`config.mk`:
```
export PLATFORM = sky130hd
export DESIGN_NAME = freq_meter_gated
export DESIGN_NICKNAME = d
export VERILOG_FILES = /design/src/rtl/freq_meter_pkg.sv /design/src/rtl/freq_edge_detect.sv /design/src/rtl/freq_meter_gated.sv
export SDC_FILE = /design/constraint.sdc
export NUM_CORES = 1
export LEC_CHECK = 0
export BUFFER_PORTS_ARGS = -buffer_cell sky130_fd_sc_hd__clkbuf_2
export CORE_ASPECT_RATIO = 0.5
export CORE_MARGIN = 2
export CORE_UTILIZATION = 36
export CTS_BUF_LIST = sky130_fd_sc_hd__clkbuf_4
export CTS_CLUSTER_DIAMETER = 50
export DETAILED_ROUTE_END_ITERATION = 12
export HOLD_SLACK_MARGIN = 0.06
export PLACE_DENSITY_LB_ADDON = 0.3
export SYNTH_ARGS = -nofsm -noshare
export SYNTH_HDL_FRONTEND = slang
export SYNTH_SLANG_ARGS = --single-unit
```
`constraint.sdc`:
```
create_clock -name clk -period 13.24 [get_ports clk]
set_clock_uncertainty 0.2 [all_clocks]
set_input_delay 0 -clock clk [delete_from_list [all_inputs] [get_ports clk]]
set_output_delay 0 -clock clk [all_outputs]
set_load 0.005 [all_outputs]
```
`src/rtl/freq_meter_pkg.sv`:
```
// Shared types and constants for the gated multi-channel frequency meter.
package freq_meter_pkg;

  typedef enum logic [0:0] {
    IDLE = 1'b0,
    GATE = 1'b1
  } state_t;

  localparam logic EDGE_RISE = 1'b0;
  localparam logic EDGE_BOTH = 1'b1;

  localparam int unsigned DEF_N_CH        = 1;
  localparam int unsigned DEF_CNT_W       = 40;
  localparam int unsigned DEF_GATE_W      = 32;
  localparam int unsigned DEF_SYNC_STAGES = 2;

endpackage

```
`src/rtl/freq_edge_detect.sv`:
```
// One input channel: multi-stage synchroniser, history flop and edge pulse.
// The pulse is combinational so pin-to-count latency stays SYNC_STAGES+1 cycles.
module freq_edge_detect
  import freq_meter_pkg::*;
#(
  parameter int unsigned SYNC_STAGES = DEF_SYNC_STAGES
) (
  input  logic clk,
  input  logic reset,
  input  logic sig_in,
  input  logic edge_mode,
  output logic edge_pulse
);

  logic [SYNC_STAGES-1:0] sync;
  logic                   hist;
  logic                   level;

  assign level = sync[SYNC_STAGES-1];

  // synchroniser chain and previous-level history
  always_ff @(posedge clk or posedge reset) begin
    if (reset) begin
      sync <= {SYNC_STAGES{1'b0}};
      hist <= 1'b0;
    end else begin
      sync <= {sync[SYNC_STAGES-2:0], sig_in};
      hist <= level;
    end
  end

  // edge qualification by mode
  always_comb begin
    if (edge_mode == EDGE_BOTH) begin
      edge_pulse = level ^ hist;
    end else begin
      edge_pulse = level & ~hist;
    end
  end

endmodule

```
`src/rtl/freq_meter_gated.sv`:
```
// Gated frequency meter: shared gate timer and FSM, per-channel saturating
// edge counters, results published together at the end of every window.
module freq_meter_gated
  import freq_meter_pkg::*;
#(
  parameter int unsigned N_CH        = DEF_N_CH,
  parameter int unsigned CNT_W       = DEF_CNT_W,
  parameter int unsigned GATE_W      = DEF_GATE_W,
  parameter int unsigned SYNC_STAGES = DEF_SYNC_STAGES
) (
  input  logic                   clk,
  input  logic                   reset,
  input  logic                   enable,
  input  logic [GATE_W-1:0]      gate_len,
  input  logic                   edge_mode,
  input  logic [N_CH-1:0]        sig_in,
  output logic [N_CH*CNT_W-1:0]  count_out,
  output logic                   count_valid,
  output logic [N_CH-1:0]        overflow,
  output logic                   busy
);

  localparam logic [GATE_W-1:0] GATE_ZERO = {GATE_W{1'b0}};
  localparam logic [GATE_W-1:0] GATE_ONE  = {{(GATE_W-1){1'b0}}, 1'b1};
  localparam logic [CNT_W-1:0]  CNT_ZERO  = {CNT_W{1'b0}};
  localparam logic [CNT_W-1:0]  CNT_ONE   = {{(CNT_W-1){1'b0}}, 1'b1};
  localparam logic [CNT_W-1:0]  CNT_MAX   = {CNT_W{1'b1}};

  state_t            state;
  state_t            state_next;
  logic [GATE_W-1:0] timer;
  logic              edge_mode_q;
  logic              load;
  logic              publish;
  logic              run;
  logic [N_CH-1:0]   edge_pulse;
  logic [N_CH-1:0]   ovf_q;
  logic [N_CH-1:0]   ovf_next;
  logic [CNT_W-1:0]  cnt      [N_CH];
  logic [CNT_W-1:0]  cnt_next [N_CH];

  for (genvar g = 0; g < N_CH; g++) begin : g_ch
    freq_edge_detect #(
      .SYNC_STAGES (SYNC_STAGES)
    ) u_edge (
      .clk        (clk),
      .reset      (reset),
      .sig_in     (sig_in[g]),
      .edge_mode  (edge_mode_q),
      .edge_pulse (edge_pulse[g])
    );
  end

  // state register
  always_ff @(posedge clk or posedge reset) begin
    if (reset) begin
      state <= IDLE;
    end else begin
      state <= state_next;
    end
  end

  // next state; a window end with enable high reloads in the same cycle
  always_comb begin
    state_next = state;
    load       = 1'b0;
    publish    = 1'b0;
    run        = 1'b0;
    case (state)
      IDLE: begin
        if (enable && (gate_len != GATE_ZERO)) begin
          state_next = GATE;
          load       = 1'b1;
        end else begin
          state_next = IDLE;
        end
      end
      GATE: begin
        if (timer == GATE_ZERO) begin
          publish = 1'b1;
          if (enable && (gate_len != GATE_ZERO)) begin
            state_next = GATE;
            load       = 1'b1;
          end else begin
            state_next = IDLE;
          end
        end else if (enable) begin
          state_next = GATE;
          run        = 1'b1;
        end else begin
          state_next = IDLE;
        end
      end
      default: begin
        state_next = IDLE;
      end
    endcase
  end

  // gate timer and mode latch
  always_ff @(posedge clk or posedge reset) begin
    if (reset) begin
      timer       <= GATE_ZERO;
      edge_mode_q <= EDGE_RISE;
    end else if (load) begin
      timer       <= gate_len - GATE_ONE;
      edge_mode_q <= edge_mode;
    end else if (run) begin
      timer       <= timer - GATE_ONE;
      edge_mode_q <= edge_mode_q;
    end else begin
      timer       <= timer;
      edge_mode_q <= edge_mode_q;
    end
  end

  // saturating increment including this cycle's edge
  always_comb begin
    for (int i = 0; i < N_CH; i++) begin
      cnt_next[i] = cnt[i];
      ovf_next[i] = ovf_q[i];
      if (edge_pulse[i]) begin
        if (cnt[i] == CNT_MAX) begin
          ovf_next[i] = 1'b1;
        end else begin
          cnt_next[i] = cnt[i] + CNT_ONE;
        end
      end else begin
        cnt_next[i] = cnt[i];
      end
    end
  end

  // counters accumulate mid-window, otherwise restart from zero
  always_ff @(posedge clk or posedge reset) begin
    if (reset) begin
      for (int i = 0; i < N_CH; i++) begin
        cnt[i] <= CNT_ZERO;
      end
      ovf_q <= {N_CH{1'b0}};
    end else if (run) begin
      for (int i = 0; i < N_CH; i++) begin
        cnt[i] <= cnt_next[i];
      end
      ovf_q <= ovf_next;
    end else begin
      for (int i = 0; i < N_CH; i++) begin
        cnt[i] <= CNT_ZERO;
      end
      ovf_q <= {N_CH{1'b0}};
    end
  end

  // published results and status
  always_ff @(posedge clk or posedge reset) begin
    if (reset) begin
      count_out   <= {(N_CH*CNT_W){1'b0}};
      overflow    <= {N_CH{1'b0}};
      count_valid <= 1'b0;
      busy        <= 1'b0;
    end else begin
      count_valid <= publish;
      busy        <= (state_next == GATE);
      if (publish) begin
        for (int i = 0; i < N_CH; i++) begin
          count_out[i*CNT_W +: CNT_W] <= cnt_next[i];
        end
        overflow <= ovf_next;
      end else begin
        count_out <= count_out;
        overflow  <= overflow;
      end
    end
  end

endmodule

```
Word-level counts from Yosys, hierarchy flattened
Index checks and enable logic that the tools add are counted.

Register bits: 120. Bits of input ports: 37. Word-level logic and storage cells: 41.

$add $sub $neg: 3. Eq/ne operators: 1. Muxes and demuxes: 19. Bitwise logic cells: 4. Reductions and logical operators: 4.

Operators by type and width (number): $mux W40 (3); $mux W32 (2); $sub A32 B1 Y32 const B (2); $add A40 B1 Y40 const B (1); $eq A40 B40 Y1 const B (1); $logic_not A32 Y1 (1); $reduce_bool A32 Y1 (1); $mux W1 (12); $pmux W1 S2 (2); $not A1 Y1 (2); $reduce_bool A2 Y1 (1); $and A1 B1 Y1 (1); $logic_and A1 B1 Y1 (1); $xor A1 B1 Y1 (1).

Longest topological paths before layout
Word-level depth: 6. Depth in mapped cells: 19. Depth with buffers taken out: 15.

Cells and area by module
A second synthesis with hierarchy kept.

Cells, all modules: 731. Area total of the unflattened synthesis: 6525.0 sq um.

By module, submodules not included: freq_meter_gated (instances 1, cells each 723, area each 6416.2 sq um, seq. area each 2927.8 sq um); freq_edge_detect (instances 1, cells each 8, area each 108.9 sq um, seq. area each 75.1 sq um).

Worst setup path after synthesis
Ideal clock, no wire load.

Path kind: register -> register. From: reg timer[7]. To: reg timer[28]. Arrival time: 4.978 ns. Data required time: 12.936 ns. Setup slack: 7.958 ns. Stages on the path, launching flop included: 19. Period minus slack after synthesis: 5.282 ns. Cells stage by stage: dfrtp_1 -> or4_4 -> nor4_4 -> nand4_4 -> o21ai_4 -> and2_4 -> buf_6 -> buf_4 -> buf_4 -> mux2i_1 -> ha_1 -> nor4b_2 -> nand4b_4 -> or3_1 -> or4b_4 -> nor2_4 -> a31oi_2 -> xor2_1 -> a221oi_1.

Longest elaborated chain between the ends: 4. Elaborated cells on any way between the ends: 9. Classes of those cells: 1 x add/sub; 6 x mux; 2 x reduce/logical.

RTL lines: from (decl) (RTL line freq_meter_gated.sv:31) `logic [GATE_W-1:0] timer;`; from (signal assigned) (RTL line freq_meter_gated.sv:106) `timer <= gate_len - GATE_ONE;`; from (signal assigned) (RTL line freq_meter_gated.sv:109) `timer <= timer - GATE_ONE;`; from (signal assigned) (RTL line freq_meter_gated.sv:112) `timer <= timer;`; branches (longest 4 deep; another with $sub A32 B1 Y32).

Parallel ways; which one is timed is not known. The select of a mux whose other input is x is not followed. A chain may end at the register's enable or synchronous reset.

Final worst setup path
From: reg timer[7]. To: reg timer[24].

The elaborated chain is that of the path after synthesis.

==> flow_summary_export.csv <==
group,metric,value,unit
run_status,outcome,"complete, no violations",
placed_design,place.gp.congestion,0.8448,
synth,synth_enable_flop_cells,0,
critical_path,crit_type,"reg2reg",
clocking,clock_path_buffers,2,
synth,ys_seq_area_share,46.08,%
synth,synth.most_common_cell,"dfrtp_1",
floorplanning,die_area,0.01926,mm²
sta,hold_viol,0,
placed_design,place_hpwl,10730,µm
clocking,numCtsBuffers,17,
routing,wirelength,16520,µm
power,power,864.0,µW
worst_hold_path,hp-start,"gate_len[0]",
critical_path,cp.required,13.53,ns
floorplanning,start_util,37.18,%
critical_path,cp-start-kind,"flop",
sta,finalSetupViolCount,0,
placed_design,numPortBuffers,79,
synth,syn_nets,760,
critical_path,reg2regPathDepth,18,
sta,worst_hold_slack,0.1263,ns
critical_path,startpoint,"timer[7]",
routing,vias,5846,
global_route,grt_pass1_vias,5672,
finish,antenna_cells,0,
routing,antenna_left,0,
synth,synth_ff_type,"dfrtp_1",
critical_path,cp_data_arrival_time,7.90,ns
synth,synth_area_leader_cell,"dfrtp_1",
global_route,track_usage,17.96,%
power,power_leakage,3.456,nW
critical_path,r2r_slack,5.62,ns
synth,ys_seq_elements,120,
synth,synth_area,0.006516,mm²
sta,min_period,7.617,ns
clocking,clock-sinks,120,
clocking,ctsHoldBuffers,89,
floorplanning,core-area,0.01753,mm²
synth,synth.avg_cell_area,9.050,µm²
routing,wire_per_inst,14.70,µm
sta,fmax,0.1313,GHz
global_route,grt_pass1_wl,28020,µm
floorplanning,die_x,194.3,µm
finish,synthToLayoutAreaGrowth,26.59,%
routing,avgViaCountPerCell,5.201,
sta,rsz0062_at_grt,"false",
synth,netlist_instances,720,
clocking,htreeDepth,4,
worst_hold_path,hold_end,"timer[0]",
sta,tightestPinTransition,1.017,ns
sta,max_slew_margin,32.21,%
synth,synth_top_area_share,46.08,%
floorplanning,fp-row-count,34,
critical_path,crit_fanout,48,
finish,nets,918,
sta,finalWorstSetupSlack,5.623,ns
global_route,grt_max_degree,84,
clocking,worstSkewPairLatency,0.55,ns
floorplanning,die_h,99.14,µm
clocking,path_clk_slew,0.12,ns
clocking,cts_resized,0,
finish,layout-drive-gt1-share,16.40,%
synth,synthTopCellsByArea,"dfrtp_1 46%, nor2_1 5.9%, o21ai_0 5.5%",
synth,ys_async_sr_fraction,100.0,%
synth,netlist_top_cells_count,"120 x dfrtp_1, 102 x nor2_1, 88 x nand2_1",
worst_hold_path,hold_path_depth,5,
global_route,antenna_found_initial,0,
routing,first_pass_iters,5,
placed_design,pre_cts_ws,7.069,ns
power,vdd_ir_drop_max,0.04906,mV
clocking,cts_tree,"yes",
synth,synth.distinct_cells,68,
routing,drtIter0Drc,289,
critical_path,timing.rr.end,"timer[24]",
power,cellPowerDensity,104.7,mW/mm²
sta,finalCritPeriodShare,57.53,%
sta,drv_slew,0,
routing,drcViolationCount,0,
flow_run,drv.max_cap_violation_count,0,
global_route,gr-total-overflow,0,
worst_hold_path,min_path_type,"in2reg",
sta,setup_tns,0,ns
synth,synth_warnings,0,
clocking,post_cts_buffers,0,
critical_path,worst_setup_path_end_kind,"flop",
floorplanning,ios,80,
clocking,root_buffer,"clkbuf_4",
critical_path,reg2reg_from,"timer[7]",
## cells in the final DEF, fill, tap and decap left out, types with 17 or more instances in the layout
master and count:
a21oi_1 30, clkbuf_2 79, clkbuf_4 17, dfrtp_1 120, dlygate4sd3_1 89, nand2_1 87
nand3_1 19, nor2_1 102, nor3_1 29, o21ai_0 72, xnor2_1 31, xor2_1 26
## worst max-delay path, stage by stage (launching register included)
cell and delay, ns:
dfrtp_1 0.44, or4_4 0.59, nor4_4 0.47, nand4_4 0.29, o21ai_4 0.46, and2_4 0.60, mux2i_1 0.31, ha_1 0.33
or4b_1 0.56, nor3_1 0.51, and2_1 0.30, and3_1 0.21, nand2_1 0.07, xor2_1 0.13, dlygate4sd3_1 0.56, and3_1 0.19
dlygate4sd3_1 0.56, nor3_1 0.19, dlygate4sd3_1 0.57
## where the power goes
group	internal, mW	switching (mW)	leakage (nW)
clock network	0.112	0.155	0.137
logic	0.0821	0.0802	1.72
registers	0.395	0.0397	1.60
total	0.589	0.275	3.46
## flip-flops by register name, indices dropped and copies added (netlist names)
| register | count |
|---|---|
| count_valid | 1 |
| busy | 1 |
| overflow | 1 |
| g_ch.u_edge.sync | 2 |
| cnt | 40 |
| count_out | 40 |
| edge_mode_q | 1 |
| timer | 32 |
| ovf_q | 1 |
| g_ch.u_edge.hist | 1 |
## per-stage QoR
step	utilization (%)	cells	instance area, µm²
after floorplan	-	720	6516
after global placement	40.41	1004	7083
after detailed placement	40.41	1004	7083
after CTS	47.07	1124	8249
after global routing	47.07	1124	8249
final	47.07	1124	8249
## per-layer routing
layer	vias to the layer above	global-route usage [%]	share of wire [%]
met1	2825	24.67	49
met2	128	28.72	45
met5	-	0	0
li1	2877	-	-
met3	16	3.934	4.5
met4	0	5.361	1.0
## worst max path at each step
stage	endpoint	slack (ns)
finish	timer[24]	5.62
floorplan	timer[28]	7.96
detailed placement	timer[30]	7.07
global route	timer[24]	5.26
CTS	timer[24]	5.71
global placement	timer[28]	7.29
## cell type report
cell class / count / area (µm²)
Fill cell: 1703 / 9278
Multi-Input combinational cell: 553 / 3303
Sequential cell: 120 / 3003
Timing Repair Buffer: 173 / 1324
Tap cell: 234 / 292.8
Clock inverter: 14 / 147.6
Clock buffer: 17 / 127.6
Inverter: 13 / 51.30
## kinds of logic (layout without fill, tap and decap cells)
| kind of cell | after synthesis | count (layout) | share of synthesized area, % |
|---|---|---|---|
| and+or+nand+nor | 325 | 325 | 25.23 |
| AOI/OAI and AO/OA | 156 | 156 | 15.32 |
| xor gates and xnor gates | 57 | 57 | 7.661 |
| adders and majority gates | 3 | 3 | 0.5761 |
| buffers and inverters | 47 | 217 | 3.264 |
| DFF | 120 | 120 | 46.08 |
| muxes | 12 | 12 | 1.863 |
No activity file was read; power rests on OpenSTA's default activity.
